--- src/rtl/spi_pkg.sv ---
// Shared types and helpers for the parametrised SPI master.
package spi_pkg;

  typedef enum logic [1:0] {
    IDLE,
    LEAD,
    SHIFT,
    TRAIL
  } state_t;

  // Width of the sclk toggle counter, which indexes 2*data_w toggles.
  function automatic int bit_cnt_w(input int data_w);
    return (data_w < 2) ? 1 : $clog2(2 * data_w);
  endfunction

endpackage

--- src/rtl/spi_clk_div.sv ---
// Half-period timer for SCLK: emits a registered one-cycle half_tick every
// CLK_DIV enabled cycles, restarting from zero whenever clear is raised.
module spi_clk_div
#(
  parameter int CLK_DIV = 1
) (
  input  logic clk,
  input  logic reset,
  input  logic enable,
  input  logic clear,
  output logic half_tick
);

  localparam int CW = (CLK_DIV > 1) ? $clog2(CLK_DIV) : 1;
  localparam logic [CW-1:0] LAST = CW'(CLK_DIV - 1);

  logic [CW-1:0] cnt;

  // Count 0..CLK_DIV-1 while enabled and flag each wrap for one cycle
  always_ff @(posedge clk) begin
    if (reset || clear) begin
      cnt       <= '0;
      half_tick <= 1'b0;
    end else if (enable) begin
      if (cnt == LAST) begin
        cnt       <= '0;
        half_tick <= 1'b1;
      end else begin
        cnt       <= cnt + CW'(1);
        half_tick <= 1'b0;
      end
    end else begin
      half_tick <= 1'b0;
    end
  end

endmodule

--- src/rtl/spi_master_param.sv ---
// Parametrised full-duplex SPI master: one word per accepted start, with
// per-transfer CPOL/CPHA and bit order, and a busy/done/err handshake.
module spi_master_param
  import spi_pkg::*;
#(
  parameter int DATA_W  = 8,
  parameter int NUM_CS  = 3,
  parameter int SS_W    = 2,
  parameter int CLK_DIV = 1
) (
  input  logic              clk,
  input  logic              reset,
  input  logic              start,
  input  logic [SS_W-1:0]   slave_select,
  input  logic [DATA_W-1:0] tx_data,
  input  logic              cpol,
  input  logic              cpha,
  input  logic              lsb_first,
  output logic [DATA_W-1:0] rx_data,
  output logic              busy,
  output logic              done,
  output logic              err,
  output logic              sclk,
  output logic [NUM_CS-1:0] cs_n,
  output logic              mosi,
  input  logic              miso
);

  localparam int CNT_W = bit_cnt_w(DATA_W);
  localparam logic [CNT_W-1:0] LAST_TOG = CNT_W'(2 * DATA_W - 1);

  state_t            state;
  logic              cpol_q;
  logic              cpha_q;
  logic              lsb_q;
  logic [DATA_W-1:0] tx_sr;
  logic [DATA_W-1:0] rx_sr;
  logic [CNT_W-1:0]  bit_cnt;
  logic              half_tick;
  logic              ss_ok;
  logic              accept;
  logic [CNT_W-1:0]  tog_idx;
  logic              sample_edge;
  logic              shift_edge;

  spi_clk_div #(
    .CLK_DIV(CLK_DIV)
  ) u_clk_div (
    .clk      (clk),
    .reset    (reset),
    .enable   (state != IDLE),
    .clear    (accept),
    .half_tick(half_tick)
  );

  // Decode start acceptance and classify the next sclk toggle as sample or shift
  always_comb begin
    ss_ok       = (int'(slave_select) < NUM_CS);
    accept      = (state == IDLE) && start && ss_ok;
    tog_idx     = (state == LEAD) ? '0 : bit_cnt + CNT_W'(1);
    sample_edge = (tog_idx[0] == cpha_q);
    shift_edge  = !sample_edge && !(!cpha_q && (tog_idx == LAST_TOG));
  end

  // Transfer sequencer: owns every output pin, the mode latches and both shift registers
  always_ff @(posedge clk) begin
    if (reset) begin
      state   <= IDLE;
      sclk    <= 1'b0;
      cs_n    <= '1;
      mosi    <= 1'b0;
      busy    <= 1'b0;
      done    <= 1'b0;
      err     <= 1'b0;
      rx_data <= '0;
      cpol_q  <= 1'b0;
      cpha_q  <= 1'b0;
      lsb_q   <= 1'b0;
      tx_sr   <= '0;
      rx_sr   <= '0;
      bit_cnt <= '0;
    end else begin
      done <= 1'b0;
      err  <= 1'b0;
      case (state)
        IDLE: begin
          sclk <= cpol;
          cs_n <= '1;
          if (start && !ss_ok) begin
            err <= 1'b1;
          end else if (accept) begin
            state   <= LEAD;
            busy    <= 1'b1;
            cs_n    <= ~(NUM_CS'(1) << slave_select);
            cpol_q  <= cpol;
            cpha_q  <= cpha;
            lsb_q   <= lsb_first;
            rx_sr   <= '0;
            bit_cnt <= '0;
            if (!cpha) begin
              mosi  <= lsb_first ? tx_data[0] : tx_data[DATA_W-1];
              tx_sr <= lsb_first ? (tx_data >> 1) : (tx_data << 1);
            end else begin
              tx_sr <= tx_data;
            end
          end
        end
        LEAD, SHIFT: begin
          if (half_tick) begin
            if ((state == SHIFT) && (bit_cnt == LAST_TOG)) begin
              state <= TRAIL;
            end else begin
              state   <= SHIFT;
              sclk    <= ~sclk;
              bit_cnt <= tog_idx;
              if (sample_edge) begin
                rx_sr <= lsb_q ? {miso, rx_sr[DATA_W-1:1]} : {rx_sr[DATA_W-2:0], miso};
              end
              if (shift_edge) begin
                mosi  <= lsb_q ? tx_sr[0] : tx_sr[DATA_W-1];
                tx_sr <= lsb_q ? (tx_sr >> 1) : (tx_sr << 1);
              end
            end
          end
        end
        TRAIL: begin
          if (half_tick) begin
            state   <= IDLE;
            busy    <= 1'b0;
            done    <= 1'b1;
            cs_n    <= '1;
            rx_data <= rx_sr;
          end
        end
        default: state <= IDLE;
      endcase
    end
  end

endmodule

--- config.mk ---
export PLATFORM = sky130hd
export DESIGN_NAME = spi_master_param
export DESIGN_NICKNAME = d
export VERILOG_FILES = /design/src/rtl/spi_pkg.sv /design/src/rtl/spi_clk_div.sv /design/src/rtl/spi_master_param.sv
export SDC_FILE = /design/constraint.sdc
export NUM_CORES = 1
export LEC_CHECK = 0
export CAP_MARGIN = 20
export CORE_MARGIN = 2
export CORE_UTILIZATION = 55
export CTS_CLUSTER_DIAMETER = 50
export DETAILED_ROUTE_END_ITERATION = 12
export PLACE_DENSITY = 0.84
export SETUP_SLACK_MARGIN = 0.05
export SYNTH_ARGS = -nofsm -noshare
export SYNTH_HDL_FRONTEND = slang
export SYNTH_SLANG_ARGS = --single-unit
--- constraint.sdc ---
create_clock -name clk -period 4.5 [get_ports clk]
set_input_delay 0.9 -clock clk [delete_from_list [all_inputs] [get_ports clk]]
set_output_delay 0.9 -clock clk [all_outputs]
set_load 0.1 [all_outputs]
======== Word-level counts from Yosys, hierarchy flattened ========
Index checks and enable logic that the tools add are counted.
operators by class
  multiplexer cells ....................... 52
  bitwise logic cells ..................... 6
  reductions and logical operators ........ 29
  $add $sub $neg .......................... 2
  shifts and indexed selects .............. 1
  eq/ne operators ......................... 14
  $lt $le $gt $ge ......................... 1
operator list
  cell                                                                     number
  8-bit two-way mux                                                        14
  8-bit case mux with 2 select lines                                       2
  4-bit two-way mux                                                        5
  1-bit two-way mux                                                        18
  6-bit AND reduction                                                      2
  2-bit inequality test, second input constant                             5
  3-bit two-way mux                                                        3
  4-bit equality test, second input constant                               2
  2-bit two-way mux                                                        4
  4-bit case mux with 2 select lines                                       1
  4-bit AND reduction                                                      2
  2-bit OR reduction                                                       4
  7-bit AND reduction                                                      1
  1-bit logical AND                                                        6
  2-bit by 1-bit inequality test with 1-bit output, second input constant  3
  1-bit case mux with 2 select lines                                       3
  2-bit case mux with 3 select lines                                       1
  3-bit case mux with 2 select lines                                       1
  3-bit AND reduction                                                      2
  2-bit nonzero test                                                       3
  1-bit inverter                                                           5
  5-bit AND reduction                                                      1
  4-bit by 1-bit adder with 4-bit output, second input constant            1
  2-bit equality test, second input constant                               2
  other kinds (10)                                                         14
word-level totals
  word-level logic and storage cells ...... 120
  bits of input ports ..................... 17
  output and inout bits ................... 16
  bits in registers ....................... 42

======== Depth between registers and ports, before layout ========
Gate-level depths: netlist (run 1).
  word-level depth ........................ 10
  gate-level depth with buffers ........... 8
  gate-level depth less buffers ........... 6

======== Hierarchy ========
From an unflattened synthesis (run 1), not the netlist that was laid out.
second synthesis, totals
  cells, all modules ...................... 264
  area total of the unflattened synthesis .. 2189.6 um^2
modules (own cells, without submodules)
  module            instances  area an instance (um^2)  cells an instance
  spi_master_param  1          2157.1                   262
  spi_clk_div       1          32.5                     2

======== Least setup slack after synthesis (run 1) ========
Ideal clock, no wire load.
  path kind ............................... input -> register
  start ................................... in slave_select[1]
  end ..................................... reg rx_sr[6]
  data required time ...................... 4414 ps
  path slack .............................. 2427 ps
  data arrival time ....................... 1987 ps
  stages .................................. 5
  cells stage by stage .................... and2_1 > o21a_1 > or3_1 > buf_6 > o31ai_2
on the way
  longest elaborated chain between the ends .. 5
  elaborated cells between the ends (all ways) .. 7
  those cells by class .................... order compare: 1; eq/ne: 2; reduce/logical: 4
RTL lines
  what                                    line                     source
  from (decl)                             spi_master_param.sv:14   input logic [SS_W-1:0] slave_select,
  2-bit less-than comparator *            spi_master_param.sv:58   ss_ok = (int'(slave_select) < NUM_CS);
  1-bit logical NOT                       spi_master_param.sv:89   if (start && !ss_ok) begin
  1-bit logical AND                       spi_master_param.sv:89
  2-bit inequality test (no source line)  -
  6-bit AND reduction (no source line) *  -
  to (signal assigned)                    spi_master_param.sv:117  rx_sr <= lsb_q ? {miso, rx_sr[DATA_W-1:1]} : {rx_sr[DATA_W-2:0], miso};
  to (decl)                               spi_master_param.sv:37   logic [DATA_W-1:0] rx_sr;
Every way passes the cells marked *; elsewhere a longest branch is shown, timed or not.
A chain may end at the register's enable or synchronous reset.

======== Worst setup path after layout (run 1) ========
  start ................................... reg state[0]
  end ..................................... reg rx_sr[6]
on the way
  longest elaborated chain between the ends .. 5
  elaborated cells between the ends (all ways) .. 17
  those cells by class .................... eq/ne: 8; mux: 2; reduce/logical: 7
RTL lines
  what                                                                                                        line                                                                    source
  from (decl)                                                                                                 spi_master_param.sv:32                                                  state_t state;
  from (signal assigned)                                                                                      spi_master_param.sv:68                                                  state <= IDLE;
  from (signal assigned)                                                                                      spi_master_param.sv:92                                                  state <= LEAD;
  from (signal assigned)                                                                                      spi_master_param.sv:111                                                 state <= TRAIL;
  2-bit by 1-bit equality test with 1-bit output or 2-bit logical NOT (tied branches)                         spi_master_param.sv:60, spi_master_param.sv:85, spi_master_param.sv:59
  4-bit two-way mux or 1-bit logical AND (tied branches)                                                      spi_master_param.sv:60, spi_master_param.sv:59
  1-bit equality test or 1-bit logical AND (tied branches)                                                    spi_master_param.sv:61, spi_master_param.sv:59
  2-bit inequality test (no source line) or 2-bit by 1-bit inequality test with 1-bit output (tied branches)  -
  6-bit AND reduction (no source line)                                                                        -
Parallel ways exist; a longest one is shown, timed or not.

==> impl_metrics.json, run 1 <==
{
  "status": "complete, no violations",
  "finalCriticalPeriod_ns": 2.85,
  "io_buffers": 32,
  "p_int_uw": 879,
  "vias": 1963,
  "fin_tns_setup_ns": 0,
  "wire_per_inst_um": 14.3,
  "antenna_cells": 0,
  "cts_setup_buffers": 0,
  "synthMuxAreaShare_pct": 13.7,
  "clock-sinks": 41,
  "path_cells": "inv_1 > ha_1 > nand2b_1 > o21a_1 > or3_1 > o31ai_2",
  "power_density_nw_per_um2": 586,
  "ys_seq_elements": 41,
  "ant_nets": 0,
  "nets": 306,
  "rsz0062_at_grt": "no",
  "synthFlopType": "dfxtp_1",
  "drtIter0Drc": 137,
  "post_cts_resized": 0,
  "root_buffer": "clkbuf_8",
  "min_path_type": "reg -> reg",
  "clock_skew_ns": 0.00371,
  "relSlewSlack_pct": 35.0,
  "vias_per_cell": 5.86,
  "yosys_warnings": 0,
  "synth-xor-area-share_pct": 0.387,
  "track_usage_pct": 23.2,
  "ctsHoldBuffers": 0,
  "p_switching_uw": 702,
  "clkTransAtPathRegs_ns": 0.08,
  "cts_made_buffers": 5,
  "clk_path_buf_depth": 2,
  "placed_cells": 327,
  "grt_overflow": 0,
  "drive_gt1_share_pct": 8.42,
  "die_h_um": 68.1,
  "hold_viol_final": 0,
  "grt_start_max_net_pins": 32,
  "ir_drop_mv": 0.312,
  "cp_max_fo": 31,
  "grt_pass1_wl_um": 8200,
  "final_common_cell": "nand2_1",
  "critPathMaxStageDelay_ns": 0.91,
  "dp_hpwl_um": 3380,
  "synthToLayoutAreaGrowth_pct": 19.2,
  "dieArea_um2": 4640,
  "syn_avg_cell_area_um2": 8.67,
  "synth_compound_area_share_pct": 24.8,
  "route.detailed.drc": 0,
  "tritoncts": "yes",
  "synthesis.nets": 283,
  "h-tree-depth": 2,
  "grt_pass1_vias": 1763,
  "p_seq_share_pct": 31.6,
  "swShare_pct": 44.4,
  "endpoint_kind": "register",
  "initial_core_util_pct": 57.0,
  "fmax_ghz": 0.351,
  "die_x_um": 68.1,
  "clockPowerShare_pct": 19.4,
  "cp.required_ns": 4.71,
  "fin_crit_sh_pct": 63.4,
  "final_cells": 335,
  "ios": 33,
  "setup_viol": 0,
  "most-common-layout-cells": "45 x nand2_1, 41 x dfxtp_1, 32 x clkdlybuf4s50_1",
  "syn_area_um2": 2260,
  "antenna_found_initial": 0,
  "dr.pass1.iters": 5,
  "clk_latency_ns": 0.30,
  "synth_edf_count": 0,
  "yosysSeqAreaShare_pct": 36.3,
  "synthAdderAreaFrac_pct": 2.77,
  "worstMarginPinSlew_ns": 0.972,
  "power_leakage_uw": 0.000976,
  "routed_wl_um": 4800,
  "synth_cell_type_count": 49,
  "comb_power_share_pct": 49.0,
  "arrival_ns": 3.06,
  "synthSimpleGateAreaFrac_pct": 17.2,
  "synth_top_family_by_area": "compound AO/OA/AOI/OAI gates",
  "cap_violations": 0,
  "crit_slowest_cell": "ha_1",
  "crit_type": "reg -> reg",
  "drv_slew": 0,
  "place.gp.congestion": 0.757,
  "core_um2": 3970,
  "crit_path_start_kind": "register",
  "synth_cells": 261,
  "placementRows": 23,
  "synth-async-reset-ratio_pct": 0
}
-- cell usage after synthesis, types with 2 or more instances --
cell type,instances,area (µm²)
nand2_1,45,169
dfxtp_1,41,821
mux2i_1,31,310
a21oi_1,13,65.1
nor2_1,12,45.0
o21ai_0,12,60.1
clkbuf_1,11,41.3
inv_1,8,30.0
o311ai_1,8,70.1
o31ai_2,8,100
o211ai_1,6,45.0
o21ai_1,6,30.0
ha_1,5,62.6
nand3_1,5,25.0
buf_2,4,20.0
and2_1,3,18.8
nand2b_1,3,18.8
or3_1,3,18.8
a211oi_1,2,15.0
a31oi_1,2,12.5
buf_1,2,7.51
nor2b_1,2,12.5
o311ai_0,2,17.5
o41ai_1,2,17.5
-- cells by family (layout without fill, tap and decap cells) --
family / after synthesis / after routing
and+or+nand+nor: 83 / 83
AOI/OAI and AO/OA: 74 / 74
DFF: 41 / 41
muxes: 31 / 31
buffers and inverters: 26 / 50
adders and majority gates: 5 / 5
xor gates and xnor gates: 1 / 1
-- metal layers --
metal / vias to the layer above / global-route usage [%] / routed length, µm
met5: - / 0 / 0
met4: 0 / 8.25 / 77
met3: 9 / 4.93 / 252
met2: 63 / 39.0 / 2220
met1: 890 / 29.1 / 2240
li1: 1001 / - / -
-- power groups by stage --
stage,clock network [µW],registers (µW),logic (µW)
after global routing,322,508,865
final,307,499,774
after global placement,0,505,755
after detailed placement,0,506,767
after floorplan,0,572,564
after CTS,310,499,772
-- flip-flops by register name (all words and copies together) (netlist names), 2 cells and up --
register	flops
tx_sr	8
state	2
rx_data	8
rx_sr	8
bit_cnt	4
cs_n	3
-- final cells by class --
type | instances | area (µm²)
fillers | 338 | 1270
inverters | 8 | 30.0
multi-input cells | 194 | 1330
flip-flops and latches | 41 | 821
well taps | 50 | 62.6
clock buffers | 7 | 86.3
repair buffers | 34 | 335
clock inverters | 1 | 30.0
-- path summary, 6_finish.rpt --
kind	startpoint	to	slack (ns)	cells after the start
max	state[0]	rx_sr[6]	1.65	6
min	rx_data[7]	rx_data[7]	0.46	2
max reg2reg	state[0]	rx_sr[6]	1.65	6
min reg2reg	rx_data[7]	rx_data[7]	0.46	2
-- metrics by stage --
step | power, µW | area [µm²] | utilization [%] | hold slack (ns) | setup slack (ns)
after detailed placement | 1270 | 2580 | 65.0 | 0.450 | 1.56
after floorplan | 1140 | 2260 | - | 0.441 | 2.43
after global placement | 1260 | 2580 | 65.0 | 0.442 | 1.61
after CTS | 1580 | 2700 | 67.9 | 0.461 | 1.65
final | 1580 | 2700 | 67.9 | 0.457 | 1.65
after global routing | 1690 | 2700 | 67.9 | 0.478 | 1.31
-- worst max-delay path, delay by kind of cell, from the launching register on --
family	cells	cell delay (ns)
AOI/OAI and AO/OA	2	0.61
adders and majority gates	1	0.91
buffers and inverters	1	0.08
DFF	1	0.37
and+or+nand+nor	2	0.79
(Power assumes the default switching activity.)
==> run 2, diff against run 1 <==
- CORE_UTILIZATION: 55 -> 49
- PLACE_DENSITY: 0.84 -> 0.79
- clock period: 4.5 -> 2.35 ns (I/O delays scaled with it)
==> run 2 against run 1 <==
Cell area grew 0.60%; global-route usage shrank 3.3 points; sequential power grew 89%.
==> impl_metrics.json, run 2 (synthesized netlist as in run 1, its figures left out) <==
{
  "drive_gt1_share_pct": 16.8,
  "dieArea_um2": 5180,
  "clock-sinks": 41,
  "die_x_um": 71.9,
  "cp.required_ns": 2.52,
  "nets": 313,
  "antenna_found_initial": 0,
  "placementRows": 24,
  "worstHoldPathCells": 2,
  "ios": 33,
  "fin_crit_sh_pct": 91.0,
  "io_buffers": 32,
  "hold_viol_final": 0,
  "h-tree-depth": 2,
  "min_from": "rx_data[0]",
  "ant_nets": 0,
  "swShare_pct": 44.9,
  "synthToLayoutAreaGrowth_pct": 19.9,
  "drtIter0Drc": 101,
  "min_to": "rx_data[0]",
  "worstReg2RegStart": "state[1]",
  "final_core_util_pct": 61.5,
  "clkTransAtPathRegs_ns": 0.09,
  "track_usage_pct": 19.9,
  "worstMarginPinSlew_ns": 0.527,
  "clk_latency_ns": 0.30,
  "setup_viol": 0,
  "ff2ff_setup_slack_ns": 0.21,
  "dp_hpwl_um": 3540,
  "power_leakage_uw": 0.00103,
  "vias": 2008,
  "rsz0062_at_grt": "no",
  "cts_made_buffers": 5,
  "comb_power_share_pct": 50.5,
  "cap_violations": 0,
  "grt_start_max_net_pins": 23,
  "wire_per_inst_um": 14.1,
  "route.detailed.drc": 0,
  "clockPowerShare_pct": 18.8,
  "antenna_cells": 0,
  "crit_type": "reg -> reg",
  "relSlewSlack_pct": 64.6,
  "grt_pass1_vias": 1821,
  "tritoncts": "yes",
  "fmax_ghz": 0.468,
  "p_int_uw": 1700,
  "routed_wl_um": 4870,
  "largestRegisters": "rx_data (8), rx_sr (8), tx_sr (8)",
  "initial_core_util_pct": 51.2,
  "vias_per_cell": 5.84,
  "core_um2": 4410,
  "r2r-end": "rx_sr[3]",
  "p_seq_share_pct": 30.7,
  "cp_max_fo": 9,
  "grt_overflow": 0,
  "drv_slew": 0,
  "dr.pass1.iters": 4,
  "clock_skew_ns": 0.00647,
  "power_uw": 3080,
  "fin_tns_setup_ns": 0,
  "status": "complete, no violations",
  "power_density_nw_per_um2": 1130,
  "arrival_ns": 2.31,
  "endpoint_kind": "register",
  "p_switching_uw": 1380,
  "final_common_cell": "nand2_1",
  "reg2regPathDepth": 6,
  "root_buffer": "clkbuf_8",
  "fill_cells": 408,
  "place.gp.congestion": 0.808,
  "ir_drop_mv": 0.513,
  "most-common-layout-cells": "45 x nand2_1, 41 x dfxtp_1, 31 x mux2i_1",
  "clk_path_buf_depth": 2,
  "die_h_um": 71.9,
  "min_path_type": "reg -> reg",
  "finalCriticalPeriod_ns": 2.14,
  "crit_path_start_kind": "register",
  "grt_pass1_wl_um": 8220
}
## run 2: worst max-delay path by stage
| stage | from | endpoint | slack (ns) | cells past startpoint |
|---|---|---|---|---|
| floorplan | state[0] | tx_sr[6] | 0.53 | 7 |
| global placement | slave_select[1] | rx_sr[6] | 0.15 | 5 |
| detailed placement | start | rx_sr[1] | 0.12 | 5 |
| CTS | state[1] | rx_sr[3] | 0.20 | 6 |
| global route | state[1] | rx_sr[5] | 0.10 | 6 |
| finish | state[1] | rx_sr[3] | 0.21 | 6 |
## run 2: per-layer routing
layer | up-vias | global-route usage (%) | share of wire (%)
li1 | 1019 | - | -
met1 | 935 | 23.0 | 45
met2 | 48 | 36.7 | 50
met3 | 6 | 3.61 | 4.1
met4 | 0 | 6.71 | 1.2
met5 | - | 0 | 0
## run 2: layout make-up
type / instances / area [µm²] / area share, %
clock buffer: 5 / 68.8 / 2.54
clock inverter: 3 / 46.3 / 1.71
inverter: 8 / 30.0 / 1.11
multi-input combinational: 194 / 1330 / 49.2
sequential: 41 / 821 / 30.3
tap: 52 / 65.1 / 2.40
timing repair buffer: 41 / 348 / 12.8
## run 2: worst max-delay path, cell delays in order (launching register included)
cell,delay (ns)
dfxtp_1,0.38
inv_1,0.08
ha_1,0.23
or3_1,0.37
a21boi_2,0.37
or3_1,0.45
o31ai_2,0.13
## run 2: metrics by stage
stage	hold WS (ns)	cells	setup slack, ns	instance area [µm²]
5_1_grt	0.478	344	0.100	2710
2_1_floorplan	0.441	261	0.526	2260
4_1_cts	0.460	344	0.203	2710
3_3_place_gp	0.444	336	0.149	2590
6_report	0.458	344	0.211	2710
3_5_place_dp	0.448	336	0.118	2590
## run 2: repair_timing
| item | CTS | global route |
|---|---|---|
| gates resized for setup | 0 | 1 |
| buffers inserted | 0 | 0 |
| setup endpoints to repair | 0 | 2 |
| hold buffers | 0 | 0 |
## run 2: power by group through the flow
stage / Sequential [µW] / Clock [µW] / Combinational [µW]
after global placement: 955 / 0 / 1510
after detailed placement: 961 / 0 / 1540
after CTS: 945 / 583 / 1540
after global routing: 961 / 615 / 1700
final: 945 / 577 / 1550
after floorplan: 1090 / 0 / 1080
==> run 3, diff against run 2 <==
- CORE_ASPECT_RATIO: not set -> 1.4
==> run 3 against run 2 <==
Non-clock buffer count unchanged; maximum frequency increased by 1.5%; setup slack improved by 0.031 ns; sequential cell count unchanged; global-route usage increased by 1.4 points; sequential share of layout area increased by 0.22 points; critical endpoint is now rx_sr[2]; largest power group unchanged.
==> impl_metrics.json, run 3 (synthesized netlist as in run 1, its figures left out) <==
{
  "cp.required_ns": 2.56,
  "crit_type": "reg -> reg",
  "drive_gt1_share_pct": 16.4,
  "cts_setup_buffers": 0,
  "endpoint_kind": "register",
  "synthToLayoutAreaGrowth_pct": 19.0,
  "io_buffers": 32,
  "core_um2": 4500,
  "drv_slew": 0,
  "h-tree-depth": 2,
  "fill_cells": 435,
  "clkTransAtPathRegs_ns": 0.08,
  "fin_tns_setup_ns": 0,
  "grt_overflow": 0,
  "final_common_cell": "nand2_1",
  "largestRegisters": "rx_data (8), rx_sr (8), tx_sr (8)",
  "root_buffer": "clkbuf_8",
  "clock_skew_ns": 0.00698,
  "min_from": "rx_data[4]",
  "ir_drop_mv": 0.742,
  "arrival_ns": 2.32,
  "worstMarginPinSlew_ns": 0.521,
  "vias": 1964,
  "grt_pass1_wl_um": 8630,
  "ff2ff_setup_slack_ns": 0.24,
  "timing.final.ws_setup_ns": 0.243,
  "pre_cts_ws_ns": 0.129,
  "rsz0062_at_grt": "no",
  "relSlewSlack_pct": 65.0,
  "worstHoldPathCells": 2,
  "status": "complete, no violations",
  "dr.pass1.iters": 4,
  "most-common-layout-cells": "45 x nand2_1, 41 x dfxtp_1, 31 x mux2i_1",
  "ios": 33,
  "min_to": "rx_data[4]",
  "clk_latency_ns": 0.30,
  "fin_crit_sh_pct": 89.7,
  "drtIter0Drc": 70,
  "routed_wl_um": 5080,
  "wire_per_inst_um": 14.3,
  "reg2regPathDepth": 6,
  "hold_viol_final": 0,
  "initial_core_util_pct": 50.3,
  "r2r-end": "rx_sr[2]",
  "placementRows": 29,
  "cp_max_fo": 16,
  "crit_path_start_kind": "register",
  "dp_hpwl_um": 3730,
  "die_h_um": 84.4,
  "ant_nets": 0,
  "min_path_type": "reg -> reg",
  "power_leakage_uw": 0.00102,
  "nets": 313,
  "fmax_ghz": 0.475,
  "die_x_um": 61.4,
  "multi_input_area_um2": 1330,
  "place.gp.congestion": 0.780,
  "grt_pass1_vias": 1931,
  "cap_violations": 0,
  "clk_path_buf_depth": 2,
  "worstReg2RegStart": "state[0]",
  "antenna_cells": 0,
  "antenna_found_initial": 0,
  "grt_start_max_net_pins": 23,
  "finalCriticalPeriod_ns": 2.11,
  "setup_viol": 0,
  "dieArea_um2": 5180,
  "track_usage_pct": 21.3,
  "area.sequential_um2": 821,
  "clock-sinks": 41,
  "power_density_nw_per_um2": 1100,
  "vias_per_cell": 5.55,
  "route.detailed.drc": 0,
  "cts_made_buffers": 5,
  "tritoncts": "yes"
}
## run 3: cell count changes in the layout (fill, tap and decap cells not counted), sizes merged
cell	before	now
bufinv	1	0
clkbuf	5	6
clkinv	1	2
clkinvlp	1	0
## run 3: report_power, final
group	switching [µW]	total (µW)	leakage (µW)	internal (µW)
clock network	248	454	0.0000450	206
registers	125	952	0.000333	827
logic	995	1550	0.000642	551
total	1370	2950	0.00102	1580
## run 3: stage by stage
step | hold slack (ns) | std cells | area, µm² | total power [µW] | utilization (%)
6_report | 0.455 | 354 | 2690 | 2950 | 59.8
3_3_place_gp | 0.444 | 346 | 2610 | 2460 | 58.0
3_5_place_dp | 0.447 | 346 | 2610 | 2490 | 58.0
5_1_grt | 0.478 | 354 | 2690 | 3160 | 59.8
2_1_floorplan | 0.441 | 261 | 2260 | 2170 | -
4_1_cts | 0.458 | 354 | 2690 | 2940 | 59.8
## run 3: layout make-up
cell class,count,area share (%)
clock buffers,6,2.70
inverters,8,1.12
clock inverters,2,0.372
repair buffers,41,12.9
multi-input cells,194,49.5
well taps,62,2.88
flip-flops and latches,41,30.5
## run 3: how the worst max path moves through the flow
| stage | start | cells after the start | slack (ns) | endpoint |
|---|---|---|---|---|
| 2_1_floorplan | state[0] | 7 | 0.53 | tx_sr[6] |
| 3_3_place_gp | slave_select[1] | 5 | 0.16 | rx_sr[1] |
| 3_5_place_dp | start | 5 | 0.13 | rx_sr[2] |
| 4_1_cts | state[0] | 6 | 0.19 | rx_sr[2] |
| 5_1_grt | state[1] | 6 | 0.11 | rx_sr[2] |
| 6_report | state[0] | 6 | 0.24 | rx_sr[2] |
## run 3: metal layers
metal / global-route usage (%) / up-vias / wire length [µm]
met1: 24.3 / 908 / 2170
met5: 0 / - / 0
met4: 7.35 / 0 / 67
li1: - / 1013 / -
met2: 37.9 / 37 / 2710
met3: 4.16 / 6 / 134
## run 3: timing repair
item,CTS,global route
resized for setup,0,1
setup endpoints to repair,0,1
hold buffers,0,0
## run 3: critical path: stages, from the launching register on
cell     delay [ns]
dfxtp_1        0.36
inv_1          0.09
ha_1           0.24
and4_4         0.21
o21a_4         0.25
or3_1          0.58
o31ai_2        0.30
